$ cat config.mk
export PLATFORM = sky130hd
export DESIGN_NAME = pattern_bist_ctrl
export DESIGN_NICKNAME = d
export VERILOG_FILES = /design/src/rtl/pattern_bist_pkg.sv /design/src/rtl/pattern_misr.sv /design/src/rtl/pattern_bist_ctrl.sv
export SDC_FILE = /design/constraint.sdc
export NUM_CORES = 1
export LEC_CHECK = 0
export CAP_MARGIN = 20
export CORE_MARGIN = 5
export CORE_UTILIZATION = 45
export DETAILED_ROUTE_END_ITERATION = 10
export PLACE_DENSITY = 0.81
export SYNTH_ARGS = -nofsm -noshare
export SYNTH_HDL_FRONTEND = slang
export SYNTH_SLANG_ARGS = --single-unit
$ cat constraint.sdc
create_clock -name blif_clk_net -period 5.95 [get_ports blif_clk_net]
set_clock_uncertainty 0.1 [all_clocks]
set_input_delay 0.595 -clock blif_clk_net [delete_from_list [all_inputs] [get_ports blif_clk_net]]
set_output_delay 0.595 -clock blif_clk_net [all_outputs]
set_load 0.01 [all_outputs]
$ cat src/rtl/pattern_bist_pkg.sv
// Shared types and constants for the pattern-merge BIST harness:
// controller state encoding, LFSR/MISR polynomials and default widths.
package pattern_bist_pkg;

    localparam int unsigned DEF_STIM_W = 15;
    localparam int unsigned DEF_RESP_W = 12;
    localparam int unsigned DEF_CNT_W  = 16;

    // Galois feedback for x^15+x^14+1 and MISR feedback for x^12+x^6+x^4+x+1
    localparam logic [14:0] LFSR_TAPS = 15'h6000;
    localparam logic [11:0] MISR_POLY = 12'h053;

    typedef enum logic [1:0] {
        ST_IDLE  = 2'd0,
        ST_RUN   = 2'd1,
        ST_DRAIN = 2'd2,
        ST_DONE  = 2'd3
    } bist_state_e;

endpackage

$ cat src/rtl/pattern_misr.sv
// Multiple-input signature register: left-shifting Galois compactor with
// synchronous clear, capture enable and a polynomial supplied by the parent.
module pattern_misr #(
    parameter int unsigned W = 12
) (
    input  logic         clk,
    input  logic         rst_n,
    input  logic         clr_i,
    input  logic         en_i,
    input  logic [W-1:0] poly_i,
    input  logic [W-1:0] data_i,
    output logic [W-1:0] sig_o
);

    logic [W-1:0] sig_q;
    logic [W-1:0] sig_d;

    always_comb begin
        sig_d = sig_q;
        if (clr_i) begin
            sig_d = '0;
        end else if (en_i) begin
            sig_d = {sig_q[W-2:0], 1'b0} ^ (sig_q[W-1] ? poly_i : '0) ^ data_i;
        end
    end

    always_ff @(posedge clk or negedge rst_n) begin
        if (!rst_n) begin
            sig_q <= '0;
        end else begin
            sig_q <= sig_d;
        end
    end

    assign sig_o = sig_q;

endmodule

$ cat src/rtl/pattern_bist_ctrl.sv
// LFSR stimulus / MISR response harness for merged pattern netlists.
// Define PATTERN_BIST_GOLDEN_CMP_EN to build the on-chip golden comparator.
module pattern_bist_ctrl
    import pattern_bist_pkg::*;
#(
    parameter int unsigned       STIM_W    = DEF_STIM_W,
    parameter int unsigned       RESP_W    = DEF_RESP_W,
    parameter int unsigned       CNT_W     = DEF_CNT_W,
    parameter logic [STIM_W-1:0] LFSR_SEED = STIM_W'(15'h0001),
    parameter int unsigned       DRAIN_CYC = 2
) (
    input  logic              blif_clk_net,
    input  logic              blif_reset_net,
    input  logic              start,
    input  logic [CNT_W-1:0]  num_patterns,
    input  logic [RESP_W-1:0] golden_sig,
    output logic [STIM_W-1:0] stim,
    input  logic [RESP_W-1:0] dut_resp,
    output logic              busy,
    output logic              done,
    output logic [RESP_W-1:0] signature,
    output logic              pass
);

    // An all-zero seed would lock the LFSR, so it is promoted to 1
    localparam logic [STIM_W-1:0] SEED_EFF = (LFSR_SEED == '0) ? STIM_W'(1) : LFSR_SEED;
    localparam logic [STIM_W-1:0] TAPS     = STIM_W'(LFSR_TAPS);
    localparam logic [CNT_W-1:0]  DRAIN_LD = CNT_W'(DRAIN_CYC);

    bist_state_e       state_q, state_d;
    logic [STIM_W-1:0] lfsr_q, lfsr_d;
    logic [CNT_W-1:0]  cnt_q, cnt_d;
    logic              busy_q, busy_d;
    logic              done_q, done_d;
    logic              misr_clr_c;
    logic              misr_en_c;
    logic [STIM_W-1:0] lfsr_step_c;

    assign lfsr_step_c = (lfsr_q >> 1) ^ (lfsr_q[0] ? TAPS : '0);

    // Next-state: the shared counter holds remaining patterns in RUN and remaining capture cycles in DRAIN
    always_comb begin
        state_d    = state_q;
        lfsr_d     = lfsr_q;
        cnt_d      = cnt_q;
        busy_d     = busy_q;
        done_d     = done_q;
        misr_clr_c = 1'b0;
        misr_en_c  = 1'b0;
        case (state_q)
            ST_IDLE, ST_DONE: begin
                if (start) begin
                    misr_clr_c = 1'b1;
                    lfsr_d     = SEED_EFF;
                    if (num_patterns != '0) begin
                        state_d = ST_RUN;
                        cnt_d   = num_patterns;
                        busy_d  = 1'b1;
                        done_d  = 1'b0;
                    end else begin
                        state_d = ST_DONE;
                        busy_d  = 1'b0;
                        done_d  = 1'b1;
                    end
                end
            end
            ST_RUN: begin
                misr_en_c = 1'b1;
                if (cnt_q == CNT_W'(1)) begin
                    if (DRAIN_CYC == 0) begin
                        state_d = ST_DONE;
                        busy_d  = 1'b0;
                        done_d  = 1'b1;
                    end else begin
                        state_d = ST_DRAIN;
                        cnt_d   = DRAIN_LD;
                    end
                end else begin
                    cnt_d  = cnt_q - CNT_W'(1);
                    lfsr_d = lfsr_step_c;
                end
            end
            ST_DRAIN: begin
                misr_en_c = 1'b1;
                if (cnt_q == CNT_W'(1)) begin
                    state_d = ST_DONE;
                    busy_d  = 1'b0;
                    done_d  = 1'b1;
                end else begin
                    cnt_d = cnt_q - CNT_W'(1);
                end
            end
            default: begin
                state_d = ST_IDLE;
                busy_d  = 1'b0;
                done_d  = 1'b0;
            end
        endcase
    end

    always_ff @(posedge blif_clk_net or negedge blif_reset_net) begin
        if (!blif_reset_net) begin
            state_q <= ST_IDLE;
            lfsr_q  <= SEED_EFF;
            cnt_q   <= '0;
            busy_q  <= 1'b0;
            done_q  <= 1'b0;
        end else begin
            state_q <= state_d;
            lfsr_q  <= lfsr_d;
            cnt_q   <= cnt_d;
            busy_q  <= busy_d;
            done_q  <= done_d;
        end
    end

    pattern_misr #(
        .W (RESP_W)
    ) u_misr (
        .clk    (blif_clk_net),
        .rst_n  (blif_reset_net),
        .clr_i  (misr_clr_c),
        .en_i   (misr_en_c),
        .poly_i (RESP_W'(MISR_POLY)),
        .data_i (dut_resp),
        .sig_o  (signature)
    );

    assign stim = lfsr_q;
    assign busy = busy_q;
    assign done = done_q;

`ifdef PATTERN_BIST_GOLDEN_CMP_EN
    assign pass = done_q && (signature == golden_sig);
`else
    // Signature is read out by the external tester instead
    logic unused_golden;
    assign unused_golden = ^golden_sig;
    assign pass          = 1'b0;
`endif

endmodule
Yosys cells after proc, flatten, opt, wreduce, memory -nomap -nowiden
Index checks and enable logic that the tools add are counted.
- bits in registers: 47
- bitwise gates (word level): 3
- reductions and logical operators: 11
- equal/unequal tests: 10
- muxes and demuxes: 28
- add/sub/neg operators: 1
- operators with widths (cell ; number):
    16-bit two-way mux ; 4
    16-bit case mux with 3 select lines ; 1
    15-bit two-way mux ; 3
    15-bit case mux with 2 select lines ; 1
    12-bit two-way mux ; 2
    12-bit XOR ; 2
    16-bit by 1-bit equality test with 1-bit output (second input constant) ; 1
    16-bit nonzero test ; 1
    16-bit by 1-bit subtractor with 16-bit output (second input constant) ; 1
    14-bit by 15-bit XOR with 15-bit output ; 1
    2-bit inequality test (second input constant) ; 6
    3-bit AND reduction ; 4
    1-bit two-way mux ; 9
    2-bit two-way mux ; 4
    7-bit two-way mux ; 1
    2-bit case mux with 3 select lines ; 1
    2-bit nonzero test ; 3
    2-bit equality test (second input constant) ; 2
    1-bit case mux with 2 select lines ; 2
    2-bit OR reduction ; 2
    2-bit by 1-bit equality test with 1-bit output (second input constant) ; 1
    2-bit logical NOT ; 1

Longest topological paths before layout
- word-level depth: 5
- gate-level depth with buffers: 9
- gate-level depth less buffers: 7

Modules after synthesis
Synthesis repeated with hierarchy kept, for this count alone.
- cell total of the unflattened synthesis: 325
- area total of the unflattened synthesis: 2886.5 um2
- modules (own cells, without submodules) (module ; seq. area each (um2) ; cells each ; instances ; area an instance (um2)):
    pattern_bist_ctrl ; 877.1 ; 235 ; 1 ; 2006.9
    pattern_misr ; 300.3 ; 90 ; 1 ; 879.6

Worst setup path after synthesis
Ideal clock, no wire load.
- path type: in2reg
- start point: in num_patterns[14]
- end point: reg cnt_q[4]
- setup slack: 3537 ps
- required time: 5729 ps
- data arrival time: 2192 ps
- path buffers: 1
- stages on the path: 5
- cell sequence: or4_4 -> o41ai_4 -> a22oi_2 -> buf_6 -> a22o_1
- word-level cells in the longest chain between the ends: 3
- RTL lines (item ; line ; RTL):
    start: declaration ; pattern_bist_ctrl.sv:15 ; input logic [CNT_W-1:0] num_patterns,
    16-bit nonzero test ; pattern_bist_ctrl.sv:55 ; if (num_patterns != '0) begin
    2-bit inequality test (no line) ; n/a ;
    3-bit AND reduction (no line) ; n/a ;
    end signal: assignment ; pattern_bist_ctrl.sv:111 ; cnt_q <= cnt_d;
    end: declaration ; pattern_bist_ctrl.sv:32 ; logic [CNT_W-1:0] cnt_q, cnt_d;
Every way passes these cells.
A chain may end at the register's enable or synchronous reset.

Worst setup path after layout
- start point: in num_patterns[14]
- end point: reg cnt_q[15]
The elaborated chain is that of the path after synthesis.

==> metrics.yaml <==
async_flop_share_pct: 100
worstHoldPathType: "in2async"
maxCapViolCount: 0
net-switching-power_mw: 0.730
min_period_over_period_pct: 49.6
drc: 0
powerDensity_nw_per_um2: 491
ys.flop_type: "dfrtp_1"
portBuffers: 59
grt_use_total_pct: 17.6
wl_mm: 6.40
timing.fmax_mhz: 339
power.leakage_nw: 1.38
tritoncts: "done"
die_w_um: 86.4
fin_util_pct: 59.4
dr.pass1.iters: 4
p_clk_share_pct: 11.6
cts.sinks: 47
antenna_found_initial: 0
tns_ns: 0
rsz0062_at_grt: "false"
gp_congestion: 0.867
top_usage_layer: "met2"
vias: 2326
synth.distinct_cells: 49
crit_arrival_ns: 3.08
worst-setup-path-type: "in2reg"
core_region_area_um2: 5610
cts_root_buf: "clkbuf_8"
crit_path_max_fanout: 22
post-dp-hpwl_mm: 4.61
internal-power_mw: 0.905
clock_path_buffers: 2
maxSlewHeadroom_pct: 39.2
num_rows: 27
antennaDiodeCount: 0
synth-edff-count: 0
holdBufCountCts: 0
whs_ns: 0.211
grt_pass1_vias: 2244
die_h_um: 86.4
drv_slew: 0
grt_use_met2_pct: 27.6
syn_nets: 338
cts_buffers: 5
postCtsSetupRepairBufs: 0
avgRoutedWirePerCell_um: 15.5
pin_count: 73
nNetsFinal: 387
use_met3_pct: 3.99
dp_cells: 403
tightest_slew_ns: 0.908
crit_path_end_kind: "register"
seq_power_share_pct: 33.6
grt_max_degree: 48
switching_share_pct: 44.6
grt_first_pass_wirelength_mm: 10.7
use_met1_pct: 24.1
vias_per_cell: 5.65
syn_area_um2: 2630
area_growth_pct: 26.7
cts_resized: 0
p_comb_share_pct: 54.8
cts.clk_slew.worst_paths_ns: 0.09
outcome: "complete, no violations"
worstSetupStartpointType: "input pin"
synthCells: 290
drive_above_1_share_pct: 6.47
synth_seq_cells: 47
cts_max_level: 2
min_period_ns: 2.95
drtIter0Drc: 231
setup_viol: 0
synth_seq_area_share_pct: 44.8
final-instance-count-excl-fill: 412
grt-ovfl-total: 0
initial_core_util_pct: 46.9
yosysWarnings: 0
worst_ir_drop_vdd_v: 0.000351
hold_violations: 0
fp.dieArea_um2: 7470
drtAntennaViolNets: 0
fillCellCount: 497
required_ns: 6.08
synth.avg_cell_area_um2: 9.06
clk_latency_ns: 0.30
## layout by cell type, fill, tap and decap left out, drive strengths merged, types with 3 or more instances in the layout
cell type / instances
xor2: 5
a21oi: 6
nor3: 5
buf: 3
dfrtp: 46
xnor2: 12
nand3: 5
a22oi: 5
o21ai: 41
or4: 6
o31ai: 7
o22ai: 4
nor2: 18
nand2: 51
clkdlybuf4s50: 58
clkbuf: 6
ha: 5
nor4: 3
a32oi: 3
o2bb2ai: 4
inv: 11
or3: 3
a22o: 8
## critical path, stage by stage
cell,delay [ns]
clkdlybuf4s50_1,0.46
or4_4,0.57
o41ai_4,0.62
a22oi_2,0.42
a21bo_2,0.30
a22o_1,0.12
## area by class of cell
class / instances / area (µm²) / area share, %
timing repair buffer: 61 / 621 / 18.6
sequential: 47 / 1180 / 35.3
tap: 72 / 90.1 / 2.70
clock buffer: 6 / 72.6 / 2.18
clock inverter: 2 / 12.5 / 0.376
multi-input combinational: 213 / 1320 / 39.5
inverter: 11 / 41.3 / 1.24
## cell usage after synthesis (5+ instances only)
cell	instances	area share, %
ha_1	5	2.4
a21oi_1	6	1.1
nand3_1	5	0.95
nor3_1	5	0.95
o31ai_1	6	1.7
inv_1	11	1.6
clkbuf_1	13	1.9
a22o_1	8	2.7
nand2_1	51	7.3
o21ai_0	41	7.8
nor2_1	17	2.4
xnor2_1	12	4.0
dfrtp_1	46	44
xor2_1	5	1.7
## per-stage QoR
stage / power, mW / area [µm²] / setup WS (ns)
detailed placement: 1.45 / 3220 / 2.72
global placement: 1.42 / 3220 / 2.71
CTS: 1.65 / 3300 / 3.03
floorplan: 1.19 / 2630 / 3.54
finish: 1.64 / 3330 / 3.00
global route: 1.78 / 3330 / 2.79
## state kept, by name, summed over array words and instances, names as in the netlist
| name | count |
|---|---|
| u_misr.sig_o | 12 |
| cnt_q | 16 |
| state_q | 2 |
| stim | 15 |
| done | 1 |
| busy | 1 |
## path summary, 6_finish.rpt
kind / startpoint / to / slack, ns / depth (start not counted)
min in group blif_clk_net: cnt_q[12] / cnt_q[12] / 0.42 / 1
setup / recovery: num_patterns[14] / cnt_q[15] / 3.00 / 6
hold reg to reg: cnt_q[12] / cnt_q[12] / 0.42 / 1
hold / removal: blif_reset_net / cnt_q[8] / 0.21 / 1
setup reg to reg: state_q[0] / stim[13] / 3.28 / 6
max in group asynchronous: blif_reset_net / stim[0] / 4.93 / 2
## cells by family after synthesis
group / count (synthesis) / synth area share (%)
simple gates: 102 / 18.7
compound gates: 88 / 23.2
flops: 47 / 44.8
buf+inv: 30 / 5.09
xor+xnor: 17 / 5.66
fa+ha+maj: 5 / 2.38
other cells: 1 / 0.143
## layer usage
| layer | wire [µm] | share of wire, % |
|---|---|---|
| met1 | 2810 | 44 |
| met4 | 119 | 1.9 |
| met5 | 0 | 0 |
| met3 | 397 | 6.2 |
| met2 | 3070 | 48 |
## power by group through the flow
| stage | Clock, mW | Combinational, mW | Sequential (mW) |
|---|---|---|---|
| final | 0.189 | 0.896 | 0.550 |
| after global routing | 0.205 | 1.00 | 0.570 |
| after CTS | 0.197 | 0.902 | 0.550 |
| after detailed placement | 0 | 0.897 | 0.556 |
| after global placement | 0 | 0.874 | 0.549 |
| after floorplan | 0 | 0.643 | 0.548 |
Note: power is estimated with default switching activity, not from simulation.
